==> config.mk <==
export PLATFORM = sky130hd
export DESIGN_NAME = flag_serial_xfer
export DESIGN_NICKNAME = d
export VERILOG_FILES = /design/src/rtl/flag_xfer_pkg.sv /design/src/rtl/flag_xfer_slots.sv /design/src/rtl/flag_serial_xfer.sv
export SDC_FILE = /design/constraint.sdc
export NUM_CORES = 1
export LEC_CHECK = 0
export BUFFER_PORTS_ARGS = -buffer_cell sky130_fd_sc_hd__buf_4
export CAP_MARGIN = 20
export CORE_ASPECT_RATIO = 1.1
export CORE_MARGIN = 1.5
export CORE_UTILIZATION = 45
export DETAILED_ROUTE_END_ITERATION = 12
export PLACE_DENSITY = 0.77
export REMOVE_ABC_BUFFERS = 1
export SYNTH_ARGS = -nofsm -noshare
export SYNTH_HDL_FRONTEND = slang
export SYNTH_SLANG_ARGS = --single-unit
==> constraint.sdc <==
create_clock -name T3 -period 2.57 [get_ports T3]
set_clock_uncertainty 0.1 [all_clocks]
set_input_delay 0.1285 -clock T3 [delete_from_list [all_inputs] [get_ports T3]]
set_output_delay 0.1285 -clock T3 [all_outputs]
set_load 0.03 [all_outputs]
==> src/rtl/flag_xfer_pkg.sv <==
// flag_xfer_pkg: shared types and helpers for the flag serial transfer engine.
//   xfer_state_e : engine state (IDLE / CAP / INJ)
//   ALU_SHL      : ALU function code for "A plus A" (left shift through carry)
//   slot_w/bit_w/cnt_w : width helpers for slot address, bit index, step count
package flag_xfer_pkg;

  typedef enum logic [1:0] {
    IDLE = 2'd0,
    CAP  = 2'd1,
    INJ  = 2'd2
  } xfer_state_e;

  localparam logic [3:0] ALU_SHL = 4'b1100;

  function automatic int slot_w(input int n);
    return (n > 1) ? $clog2(n) : 1;
  endfunction

  function automatic int bit_w(input int n);
    return (n > 1) ? $clog2(n) : 1;
  endfunction

  function automatic int cnt_w(input int n);
    return $clog2(n + 1);
  endfunction

endpackage

==> src/rtl/flag_xfer_slots.sv <==
// flag_xfer_slots: NUM_SLOTS x DATA_W slot register file.
//   clk, rst_n          : clock, async active-low reset (slots -> INIT_VAL)
//   we/wslot/wbit/wdata : single-bit write port
//   xslot -> xdata      : read port for the slot under transfer
//   rd_slot -> rd_data  : combinational display read port
// Build option XFER_PARITY_EN adds one parity bit per slot (reset 0):
//   par_we/par_wdata write parity of wslot; xpar / rd_parity read it back.
module flag_xfer_slots
  import flag_xfer_pkg::*;
#(
  parameter int              DATA_W    = 8,
  parameter int              NUM_SLOTS = 4,
  parameter logic [DATA_W-1:0] INIT_VAL = 'hAA,
  localparam int             SW        = slot_w(NUM_SLOTS),
  localparam int             BW        = bit_w(DATA_W)
) (
  input  logic              clk,
  input  logic              rst_n,
  input  logic              we,
  input  logic [SW-1:0]     wslot,
  input  logic [BW-1:0]     wbit,
  input  logic              wdata,
  input  logic [SW-1:0]     xslot,
  output logic [DATA_W-1:0] xdata,
  input  logic [SW-1:0]     rd_slot,
  output logic [DATA_W-1:0] rd_data
`ifdef XFER_PARITY_EN
  ,
  input  logic              par_we,
  input  logic              par_wdata,
  output logic              xpar,
  output logic              rd_parity
`endif
);

  logic [NUM_SLOTS-1:0][DATA_W-1:0] mem;

  always_ff @(posedge clk or negedge rst_n) begin
    if (!rst_n) mem <= {NUM_SLOTS{INIT_VAL}};
    else if (we) mem[wslot][wbit] <= wdata;
  end

  assign xdata   = mem[xslot];
  assign rd_data = mem[rd_slot];

`ifdef XFER_PARITY_EN
  logic [NUM_SLOTS-1:0] par;

  always_ff @(posedge clk or negedge rst_n) begin
    if (!rst_n) par <= '0;
    else if (par_we) par[wslot] <= par_wdata;
  end

  assign xpar      = par[xslot];
  assign rd_parity = par[rd_slot];
`endif

endmodule

==> src/rtl/flag_serial_xfer.sv <==
// flag_serial_xfer: moves whole words between internal slots and a datapath
// register one bit per step through the carry flag.
//   Capture (CAP): register is shifted left through the ALU (A plus A); each
//     carry-out arrives on C one step later and lands in the slot, MSB first.
//   Inject (INJ): slot bits, MSB first, are fed into the shift via CIN.
// Ports:
//   T3 clock, CLR async active-low reset
//   step_en qualifies a step; start_cap/start_inj request a transfer
//   slot_sel/reg_sel latched at start; C datapath carry flag
//   rd_slot -> rd_data combinational slot read
//   busy, done (completion-step pulse), count (step counter)
//   S, SEL, SELCTL, ABUS, DRW, LDC, LDZ, CIN, SHORT, STOP micro-op outputs
// Build option XFER_PARITY_EN: per-slot parity, rd_parity port, and STOP held
//   one extra step when an injected slot fails its parity check.
module flag_serial_xfer
  import flag_xfer_pkg::*;
#(
  parameter int                DATA_W      = 8,
  parameter int                NUM_SLOTS   = 4,
  parameter logic [DATA_W-1:0] INIT_VAL    = 8'hAA,
  parameter int                CIN_ACT_LOW = 1,
  localparam int               SW          = slot_w(NUM_SLOTS),
  localparam int               CW          = cnt_w(DATA_W)
) (
  input  logic              T3,
  input  logic              CLR,
  input  logic              step_en,
  input  logic              start_cap,
  input  logic              start_inj,
  input  logic [SW-1:0]     slot_sel,
  input  logic [1:0]        reg_sel,
  input  logic              C,
  input  logic [SW-1:0]     rd_slot,
  output logic [DATA_W-1:0] rd_data,
  output logic              busy,
  output logic              done,
  output logic [CW-1:0]     count,
  output logic [3:0]        S,
  output logic [3:0]        SEL,
  output logic              SELCTL,
  output logic              ABUS,
  output logic              DRW,
  output logic              LDC,
  output logic              LDZ,
  output logic              CIN,
  output logic              SHORT,
  output logic              STOP
`ifdef XFER_PARITY_EN
  ,
  output logic              rd_parity
`endif
);

  localparam int            BW   = bit_w(DATA_W);
  localparam logic [CW-1:0] LAST = CW'(DATA_W);
  localparam logic          CINV = (CIN_ACT_LOW != 0);

  xfer_state_e       state, state_n;
  logic [CW-1:0]     count_n;
  logic [SW-1:0]     slot_q, slot_n;
  logic [1:0]        reg_q, reg_n;

  logic              s_we;
  logic [BW-1:0]     s_bit;
  logic [DATA_W-1:0] xdata;
  logic              shift, cin_l;

`ifdef XFER_PARITY_EN
  logic              hold_q, hold_n;
  logic              par_we, par_wdata, xpar;
`endif

  flag_xfer_slots #(
    .DATA_W   (DATA_W),
    .NUM_SLOTS(NUM_SLOTS),
    .INIT_VAL (INIT_VAL)
  ) u_slots (
    .clk      (T3),
    .rst_n    (CLR),
    .we       (s_we),
    .wslot    (slot_q),
    .wbit     (s_bit),
    .wdata    (C),
    .xslot    (slot_q),
    .xdata    (xdata),
    .rd_slot  (rd_slot),
    .rd_data  (rd_data)
`ifdef XFER_PARITY_EN
    ,
    .par_we   (par_we),
    .par_wdata(par_wdata),
    .xpar     (xpar),
    .rd_parity(rd_parity)
`endif
  );

  always_ff @(posedge T3 or negedge CLR) begin
    if (!CLR) begin
      state  <= IDLE;
      count  <= '0;
      slot_q <= '0;
      reg_q  <= '0;
`ifdef XFER_PARITY_EN
      hold_q <= 1'b0;
`endif
    end else begin
      state  <= state_n;
      count  <= count_n;
      slot_q <= slot_n;
      reg_q  <= reg_n;
`ifdef XFER_PARITY_EN
      hold_q <= hold_n;
`endif
    end
  end

  always_comb begin
    state_n = state;
    count_n = count;
    slot_n  = slot_q;
    reg_n   = reg_q;
    done    = 1'b0;
    STOP    = 1'b0;
    s_we    = 1'b0;
    s_bit   = '0;
    shift   = 1'b0;
    cin_l   = 1'b0;
    LDC     = 1'b0;
    LDZ     = 1'b0;
`ifdef XFER_PARITY_EN
    hold_n    = hold_q;
    par_we    = 1'b0;
    par_wdata = ^{xdata[DATA_W-1:1], C};
`endif

    case (state)
      IDLE: if (step_en) begin
`ifdef XFER_PARITY_EN
        // extra STOP step after a parity-failed inject
        if (hold_q) begin
          STOP   = 1'b1;
          hold_n = 1'b0;
        end
`endif
        if (start_cap || start_inj) begin
          state_n = start_cap ? CAP : INJ;
          count_n = '0;
          slot_n  = slot_sel;
          reg_n   = reg_sel;
        end
      end
      CAP: if (step_en) begin
        // carry on C belongs to the shift issued one step earlier
        s_we  = (count != '0);
        s_bit = BW'(LAST - count);
        if (count == LAST) begin
          done    = 1'b1;
          STOP    = 1'b1;
          count_n = '0;
          state_n = IDLE;
`ifdef XFER_PARITY_EN
          par_we  = 1'b1;
`endif
        end else begin
          shift   = 1'b1;
          LDC     = 1'b1;
          LDZ     = 1'b1;
          count_n = count + CW'(1);
        end
      end
      INJ: if (step_en) begin
        if (count == LAST) begin
          done    = 1'b1;
          STOP    = 1'b1;
          count_n = '0;
          state_n = IDLE;
`ifdef XFER_PARITY_EN
          hold_n  = ((^xdata) != xpar);
`endif
        end else begin
          shift   = 1'b1;
          cin_l   = xdata[BW'(LAST - count - CW'(1))];
          count_n = count + CW'(1);
        end
      end
      default: state_n = IDLE;
    endcase
  end

  // Shift micro-op fields are only driven on a step that actually shifts.
  always_comb begin
    S      = '0;
    SEL    = '0;
    SELCTL = 1'b0;
    ABUS   = 1'b0;
    DRW    = 1'b0;
    SHORT  = 1'b0;
    CIN    = 1'b0;
    if (shift) begin
      S      = ALU_SHL;
      SEL    = {reg_q, reg_q};
      SELCTL = 1'b1;
      ABUS   = 1'b1;
      DRW    = 1'b1;
      SHORT  = 1'b1;
      CIN    = cin_l ^ CINV;
    end
  end

  assign busy = (state != IDLE);

endmodule

Yosys cells after proc, flatten, opt, wreduce, memory -nomap -nowiden --
Index checks and enable logic that the tools add are counted.
Word-level totals: register bits 42, latch bits 0, bits in writable memories 0, memory bits (read-only) 0, output and inout bits 30, word-level logic and storage cells 76, memories 0
Cells by class: add/sub/neg operators 3, multiply operators 0, div/mod/pow operators 0, magnitude comparators 6, eq/ne operators 7, shifts and indexed selects 0, muxes and demuxes 40, bitwise gates (word level) 1, reductions and logical operators 11
Operators with widths (count):
- $bmux 8 s2 | 2
- $bwmux 32 | 1
- $mux 4 | 6
- $mux 8 | 3
- $demux 8 s2 | 1
- $mux 1 | 16
- $mux 2 | 5
- $lt 3x4->1 const B | 2
- $pmux 4 s2 | 1
- $reduce_and 4->1 | 2
- $lt 2x3->1 const B | 2
- $mux 3 | 2
- $add 4x1->4 const B | 1
- $eq 4x4->1 const B | 1
- $ne 2x1->1 const B | 2
- $ne 2x2->1 const B | 2
- $pmux 2 s2 | 1
- $reduce_bool 2->1 | 2
- $reduce_bool 4->1 | 1
- $bmux 1 s3 | 1
- $demux 1 s3 | 1
- $ge 3x1->1 const B | 1
- $reduce_and 3->1 | 1
- $sub 1x3->3 const A | 1
- 9 further kinds | 10

Logic depth before layout (Yosys ltp) --
Gate-level depths: netlist (run 1).
depth in word-level cells 10, depth in mapped cells 8, depth with buffers taken out 6

By module --
Synthesis (run 1) repeated with hierarchy kept, for this count alone.
Unflattened totals: cells, all modules 222, area, all modules 2697.6 µm²
Modules (own cells, without submodules):
- flag_xfer_slots | times used 1, cells an instance 135, area an instance 1860.5 µm²
- flag_serial_xfer | times used 1, cells an instance 87, area an instance 837.1 µm²

Worst setup path after synthesis (run 1) --
No wires, ideal clock.
path type reg-to-output, from register count[0], to output SEL[2], data arrival time 2.701 ns, data required time 2.342 ns, slack -0.360 ns, cell stages (with the launch flop) 8, path through dfrtp_1 clkbuf_1 inv_1 ha_1 and3b_1 nor2_1 and2_1 buf_4
On the way: word-level cells in the longest chain between the ends 5
Ends and longest elaborated chain:
- from (decl) | line flag_serial_xfer.sv:37 | output logic [CW-1:0] count,
- from (signal assigned) | line flag_serial_xfer.sv:108 | count <= count_n;
- $eq 4x4->1 | line flag_serial_xfer.sv:156, flag_serial_xfer.sv:172
- $mux 1 | line flag_serial_xfer.sv:156, flag_serial_xfer.sv:172
- $mux 1 | line flag_serial_xfer.sv:152 | CAP: if (step_en) begin
- $mux 1
- $mux 4 | line flag_serial_xfer.sv:199 | if (shift) begin
- to (decl) | line flag_serial_xfer.sv:39 | output logic [3:0] SEL,
Every way passes these cells.

Worst setup path after layout (run 1) --
from register slot_q[0], to output CIN
On the way: word-level cells in the longest chain between the ends 9
Ends and longest elaborated chain:
- from (decl) | line flag_serial_xfer.sv:60 | logic [SW-1:0] slot_q, slot_n;
- from (signal assigned) | line flag_serial_xfer.sv:109 | slot_q <= slot_n;
- $bmux 8 s2 | line flag_xfer_slots.sv:43 | assign xdata = mem[xslot];
- $mux 8 (implied by the code) | line flag_xfer_slots.sv:43
- $bmux 1 s3 | line flag_serial_xfer.sv:182 | cin_l = xdata[BW'(LAST - count - CW'(1))];
- $mux 1 (implied by the code) | line flag_serial_xfer.sv:182
- $mux 1 | line flag_serial_xfer.sv:172 | if (count == LAST) begin
- $mux 1 | line flag_serial_xfer.sv:171 | INJ: if (step_en) begin
- $mux 1 | line flag_serial_xfer.sv:136 | case (state)
- $not 1->1 (no source line)
- $mux 1 | line flag_serial_xfer.sv:199
- to (decl) | line flag_serial_xfer.sv:45 | output logic CIN,
Every way passes these cells. The select of a mux whose other input is x is not followed.

==> flow_metrics.tcl, run 1 <==
set metrics [dict create \
    status "complete, no violations" \
    r2r-start "state[1]$_DFFE_PN0P_" \
    ys_types 42 \
    gp_congestion 0.885 \
    setup_viol 0 \
    wirelength_um 5690 \
    final.setup.tns_ps 0 \
    cp.required_ps 2340 \
    timing.final.crit_share_pct 95.6 \
    drive_gt1_share_pct 48.7 \
    cp-start-kind "flip-flop" \
    cts_tree "built" \
    grt_use_met2_pct 30.5 \
    dp_cells 330 \
    synth-xor-area-share_pct 1.32 \
    clock_latency_ps 300 \
    fillers 500 \
    cp_num_buf_inv 2 \
    overflow 0 \
    die_h_um 83.5 \
    crit_family "compound AO/OA/AOI/OAI gates" \
    cts_buffers 5 \
    fin_nets 285 \
    synth.avg_cell_area_um2 11.7 \
    r2r_end "u_slots.mem[0]$_DFFE_PN0P_" \
    cts_buffer_depth 2 \
    powerDensity_nw_per_um2 827 \
    cts.reportedPaths.clkPinSlew_ps 80 \
    grt_use_total_pct 19.1 \
    placed_area_um2 2980 \
    cts_sinks 42 \
    seq_area_um2 1070 \
    io_buffers 39 \
    cts_root_buf "clkbuf_8" \
    cpMaxStageDelayCell "mux4_1" \
    grtUsageMet1_pct 25.6 \
    arrival_ps 2230 \
    grt_max_degree 43 \
    rows 29 \
    relSlewSlack_pct 59.6 \
    fin_util_pct 54.9 \
    dieArea_um2 6360 \
    area_delta_synth_final_pct 18.7 \
    synth.area.mux_share_pct 31.4 \
    r2r_slack_ps 300 \
    synth_ff_type "dfrtp_1" \
    endpoint "CIN" \
    htree_num_levels 2 \
    worstPathCellList "buf_4 -> mux4_1 -> a2bb2oi_1 -> a221o_1 -> a41oi_2 -> buf_6" \
    drc 0 \
    multi_input_area_um2 1420 \
    layout_common_cells "buf_4, mux2_2, dfrtp_1, nand2_1, dfstp_2" \
    synth-edff-count 0 \
    grtUsageMet3_pct 4.04 \
    path_max_fanout 5 \
    grt_pass1_vias 1920 \
    synth_top_family_by_area "multiplexers" \
    leakage_nw 1.40 \
    fin_cells 346 \
    synth-seq-area-share_pct 40.4 \
    report.final.slew_viol_count 0 \
    critical_path_depth 6 \
    fin_area_um2 3150 \
    synthAdderAreaFrac_pct 2.36 \
    startpoint "slot_q[0]$_DFFE_PN0P_" \
    synth_seq_cells 42 \
    synth-compound-area-share_pct 3.92 \
    hold_class "in -> reg" \
    timing.final.crit_period_ps 2460 \
    top_usage_layer "met2" \
    synth_area_um2 2650 \
    end_kind "primary output" \
    maxCapViolations 0 \
    worstMarginPinSlew_ps 601 \
    crit_type "reg -> out" \
    rsz0062_at_grt "false" \
    avgViaCountPerCell 5.52 \
    start_util_pct 46.3 \
    yosysWarnings 0 \
    final_hold_viol_count 0 \
    dp_hpwl_um 4130 \
    dr_total_vias 1909 \
    r2r_cells 7 \
    netlist_instances 226 \
    n_antenna_cell 0 \
    antenna_found_initial 0 \
    irDropWorstVdd_mv 0.456 \
    critPathMaxStageDelay_ps 530 \
    synth_top_area_share_pct 24.5 \
    synth_top_area_cell "dfrtp_1" \
    drt-initial-drc-count 135 \
    timing.fmax_mhz 407 \
    mostFrequentLayoutCell "buf_4" \
    postRouteAntennaNets 0 \
    grt_pass1_wl_um 9560 \
    synthSimpleGateAreaFrac_pct 14.0 \
    die_w_um 76.2 \
    async_flop_share_pct 100 \
    io_pins 42 \
    core_um2 5730 \
    wl_per_cell_um 16.4 \
    yosys-top-cells-area "dfrtp_1, dfstp_2, mux2_2, mux4_2, mux2i_1" \
    drtPass1Iterations 4 \
]
-- through the flow --
| step | hold WS (ps) | worst slack (ps) | power, W |
|---|---|---|---|
| floorplan | -267 | -2000 | 0.00169 |
| global placement | 44.1 | 262 | 0.00211 |
| CTS | 68.7 | 17.1 | 0.00258 |
| global route | 114 | 34.9 | 0.00276 |
| detailed placement | 49.6 | 245 | 0.00213 |
| finish | 67.8 | 112 | 0.00260 |
-- tightest hold or removal path, stage by stage --
cell and delay (ps):
buf_4 100, mux2i_1 60, o21ai_0 140
-- synth_stat cells (6+ instances only) --
cell / count
buf_4: 12
clkbuf_1: 7
dfrtp_1: 26
dfstp_2: 16
inv_1: 7
mux2_2: 37
mux2i_1: 9
mux4_2: 11
nand2_1: 23
nand3_1: 6
nor2_1: 10
nor2b_1: 6
nor3_1: 7
-- worst min-delay path by stage --
stage                     depth (start not counted)                    to  startpoint  slack [ps]
final                                             3  state[0]$_DFFE_PN0P_   start_cap          70
after global routing                              4  count[1]$_DFFE_PN0P_   start_inj         110
after CTS                                         3  state[0]$_DFFE_PN0P_   start_cap          70
after detailed placement                          1  count[2]$_DFFE_PN0P_         CLR          50
after global placement                            1  count[3]$_DFFE_PN0P_         CLR          40
after floorplan                                   0  count[0]$_DFFE_PN0P_         CLR        -270
-- metal layers --
metal | vias to the layer above | share of wire [%]
met5 | - | 0
met2 | 61 | 49
li1 | 895 | -
met3 | 7 | 6.0
met1 | 946 | 44
met4 | 0 | 1.3
-- registers in the layout, summed over array words and instances (netlist names) --
register and flops:
slot_q 2, u_slots.mem 32, count 4, reg_q 2, state 2
-- repair_timing --
item | 4_1_cts | 5_1_grt
pin swaps | 0 | 1
endpoints found under the hold margin | 30 | 0
setup endpoints to repair | 1 | 1
gates resized for setup | 1 | 4
setup buffers | 2 | 1
hold buffers | 5 | 0
-- cells by family (layout without fill, tap and decap cells) --
group | after synthesis | count (layout)
simple gates | 69 | 69
mux | 60 | 60
flops | 42 | 42
buf+inv | 31 | 73
compound gates | 14 | 14
fa+ha+maj | 5 | 5
xor+xnor | 4 | 4
other cells | 1 | 2
-- layout make-up --
cell class	count	area share, %
multi-input combinational	154	45.2
sequential	42	34.0
timing repair buffer	58	14.3
tap	77	3.06
clock buffer	8	2.54
inverter	7	0.834
-- where the power goes --
| group | internal, W | switching [W] | total, W |
|---|---|---|---|
| sequential | 0.000761 | 0.000109 | 0.000870 |
| clock | 0.000193 | 0.000217 | 0.000410 |
| combinational | 0.000581 | 0.000743 | 0.00132 |
| total | 0.00153 | 0.00107 | 0.00260 |
No activity file was read; power rests on OpenSTA's default activity.
==> run 2: changes to the inputs <==
GPL_TIMING_DRIVEN = 0   (was default)
PLACE_DENSITY = 0.75   (was 0.77)
clock period = 3 ns   (was 2.57 ns; I/O delays follow)
==> flow_metrics.tcl, run 2 (same netlist as run 1, synthesis figures left out) <==
set metrics [dict create \
    cts_buffer_depth 2 \
    cpMaxStageDelayCell "dfrtp_2" \
    powerDensity_nw_per_um2 700 \
    die_h_um 83.5 \
    dr_total_vias 1857 \
    r2r_end "u_slots.mem[8]$_DFFE_PN0P_" \
    dp_hpwl_um 3850 \
    avgViaCountPerCell 5.59 \
    drive_gt1_share_pct 47.5 \
    cts_tree "built" \
    start_util_pct 46.3 \
    final_hold_viol_count 0 \
    fin_nets 271 \
    hold_end "state[0]$_DFFE_PN0P_" \
    layout_common_cells "buf_4, mux2_2, dfrtp_1, nand2_1, dfstp_2" \
    clock_latency_ps 290 \
    wirelength_um 5550 \
    regMostFlops "u_slots.mem" \
    dieArea_um2 6360 \
    drt-initial-drc-count 108 \
    hold_depth 3 \
    grt_use_total_pct 18.3 \
    largest_reg_flops 32 \
    r2r-start "count[0]$_DFFE_PN0P_" \
    maxCapViolations 0 \
    crit_family "multiplexers" \
    irDropWorstVdd_mv 0.360 \
    worstMarginPinSlew_ps 1020 \
    rows 29 \
    post-place-ws_ps 138 \
    cts_buffers 5 \
    cts_root_buf "clkbuf_8" \
    timing.final.crit_share_pct 93.9 \
    path_max_fanout 16 \
    r2r_cells 6 \
    timing.fmax_mhz 355 \
    die_w_um 76.2 \
    io_pins 42 \
    rsz0062_at_grt "false" \
    reg.largest.list "u_slots.mem x32, count x4" \
    cp.required_ps 2750 \
    drtPass1Iterations 4 \
    cts_sinks 42 \
    wl_per_cell_um 16.7 \
    mostFrequentLayoutCell "buf_4" \
    whs_ps 102 \
    antenna_found_initial 0 \
    crit_type "reg -> out" \
    n_antenna_cell 0 \
    area_delta_synth_final_pct 15.2 \
    htree_num_levels 2 \
    hold_class "in -> reg" \
    io_buffers 39 \
    grt_max_degree 43 \
    report.final.slew_viol_count 0 \
    overflow 0 \
    drc 0 \
    grt_pass1_vias 1910 \
    r2r_slack_ps 320 \
    postRouteAntennaNets 0 \
    end_kind "primary output" \
    fin_total_pwr_w 0.00214 \
    setup_ws_ps 184 \
    status "complete, no violations" \
    grt_pass1_wl_um 9290 \
    cp_num_buf_inv 1 \
    arrival_ps 2570 \
    cts.reportedPaths.clkPinSlew_ps 80 \
    core_um2 5730 \
    gp_congestion 0.861 \
    timing.final.crit_period_ps 2820 \
    critPathMaxStageDelay_ps 650 \
    leakage_nw 1.34 \
    relSlewSlack_pct 32.0 \
    cp-start-kind "flip-flop" \
    min_from "start_cap" \
    worstPathCellList "mux4_1 -> mux2_2 -> a221o_1 -> a41oi_2 -> buf_4" \
    setup_viol 0 \
]
==> run 2: cell types whose count changed in the layout (fill, tap and decap cells not counted), sizes merged <==
cell      before  now
buf           53   39
clkbuf         8    6
clkinv         0    1
clkinvlp       0    1
==> run 2: what timing repair did <==
| item | in CTS | in global routing |
|---|---|---|
| hold buffers | 5 | 0 |
| gates cloned | 0 | 0 |
| buffers inserted | 0 | 0 |
| endpoints found under the setup margin | 1 | 2 |
| hold endpoints to repair | 30 | 0 |
| gates resized for setup | 1 | 2 |
==> run 2: per-stage QoR <==
step	area, µm²	setup TNS (ps)	utilization (%)	cells
final	3060	0	53.3	332
after global routing	3060	0	53.3	332
after CTS	3050	0	53.3	332
after detailed placement	2910	0	50.7	319
after global placement	2900	-237	50.6	319
after floorplan	2510	-15260	-	203
==> run 2: layout make-up <==
| cell class | instances | area, µm² |
|---|---|---|
| Timing Repair Buffer | 44 | 343 |
| Tap cell | 77 | 96.3 |
| Fill cell | 535 | 2680 |
| Inverter | 7 | 26.3 |
| Multi-Input combinational cell | 154 | 1420 |
| Clock inverter | 2 | 12.5 |
| Clock buffer | 6 | 82.6 |
| Sequential cell | 42 | 1070 |
==> run 2: how the worst max path moves through the flow <==
stage                     startpoint                    endpoint  slack [ps]  cells past startpoint
5_1_grt        slot_q[0]$_DFFE_PN0P_                         CIN         100                      5
2_1_floorplan   count[0]$_DFFE_PN0P_                         CIN       -1590                      6
3_3_place_gp    count[0]$_DFFE_PN0P_  u_slots.mem[0]$_DFFE_PN0P_        -160                      6
3_5_place_dp    count[0]$_DFFE_PN0P_  u_slots.mem[8]$_DFFE_PN0P_         140                      6
4_1_cts         count[0]$_DFFE_PN0P_                         CIN          10                      6
6_report       slot_q[0]$_DFFE_PN0P_                         CIN         180                      5
==> run 2: worst min-delay path: cells and delay by family <==
| kind | cells | cell delay, ps |
|---|---|---|
| AO/OA/AOI/OAI | 1 | 130 |
| buffers and inverters | 1 | 110 |
| multiplexers | 1 | 60 |
==> run 2: metal layers <==
| metal | wire, µm | up-vias | track usage (%) |
|---|---|---|---|
| li1 | - | 859 | - |
| met4 | 38 | 0 | 3.54 |
| met2 | 2710 | 53 | 30.2 |
| met1 | 2550 | 939 | 25.1 |
| met3 | 256 | 6 | 4.04 |
| met5 | 0 | - | 0 |
==> run 2: report_power, final <==
part	internal [W]	total, W	leakage [nW]	switching, W
clock network	0.000185	0.000381	0.0472	0.000196
registers	0.000651	0.000811	0.510	0.000160
logic	0.000407	0.000949	0.780	0.000542
total	0.00124	0.00214	1.34	0.000897
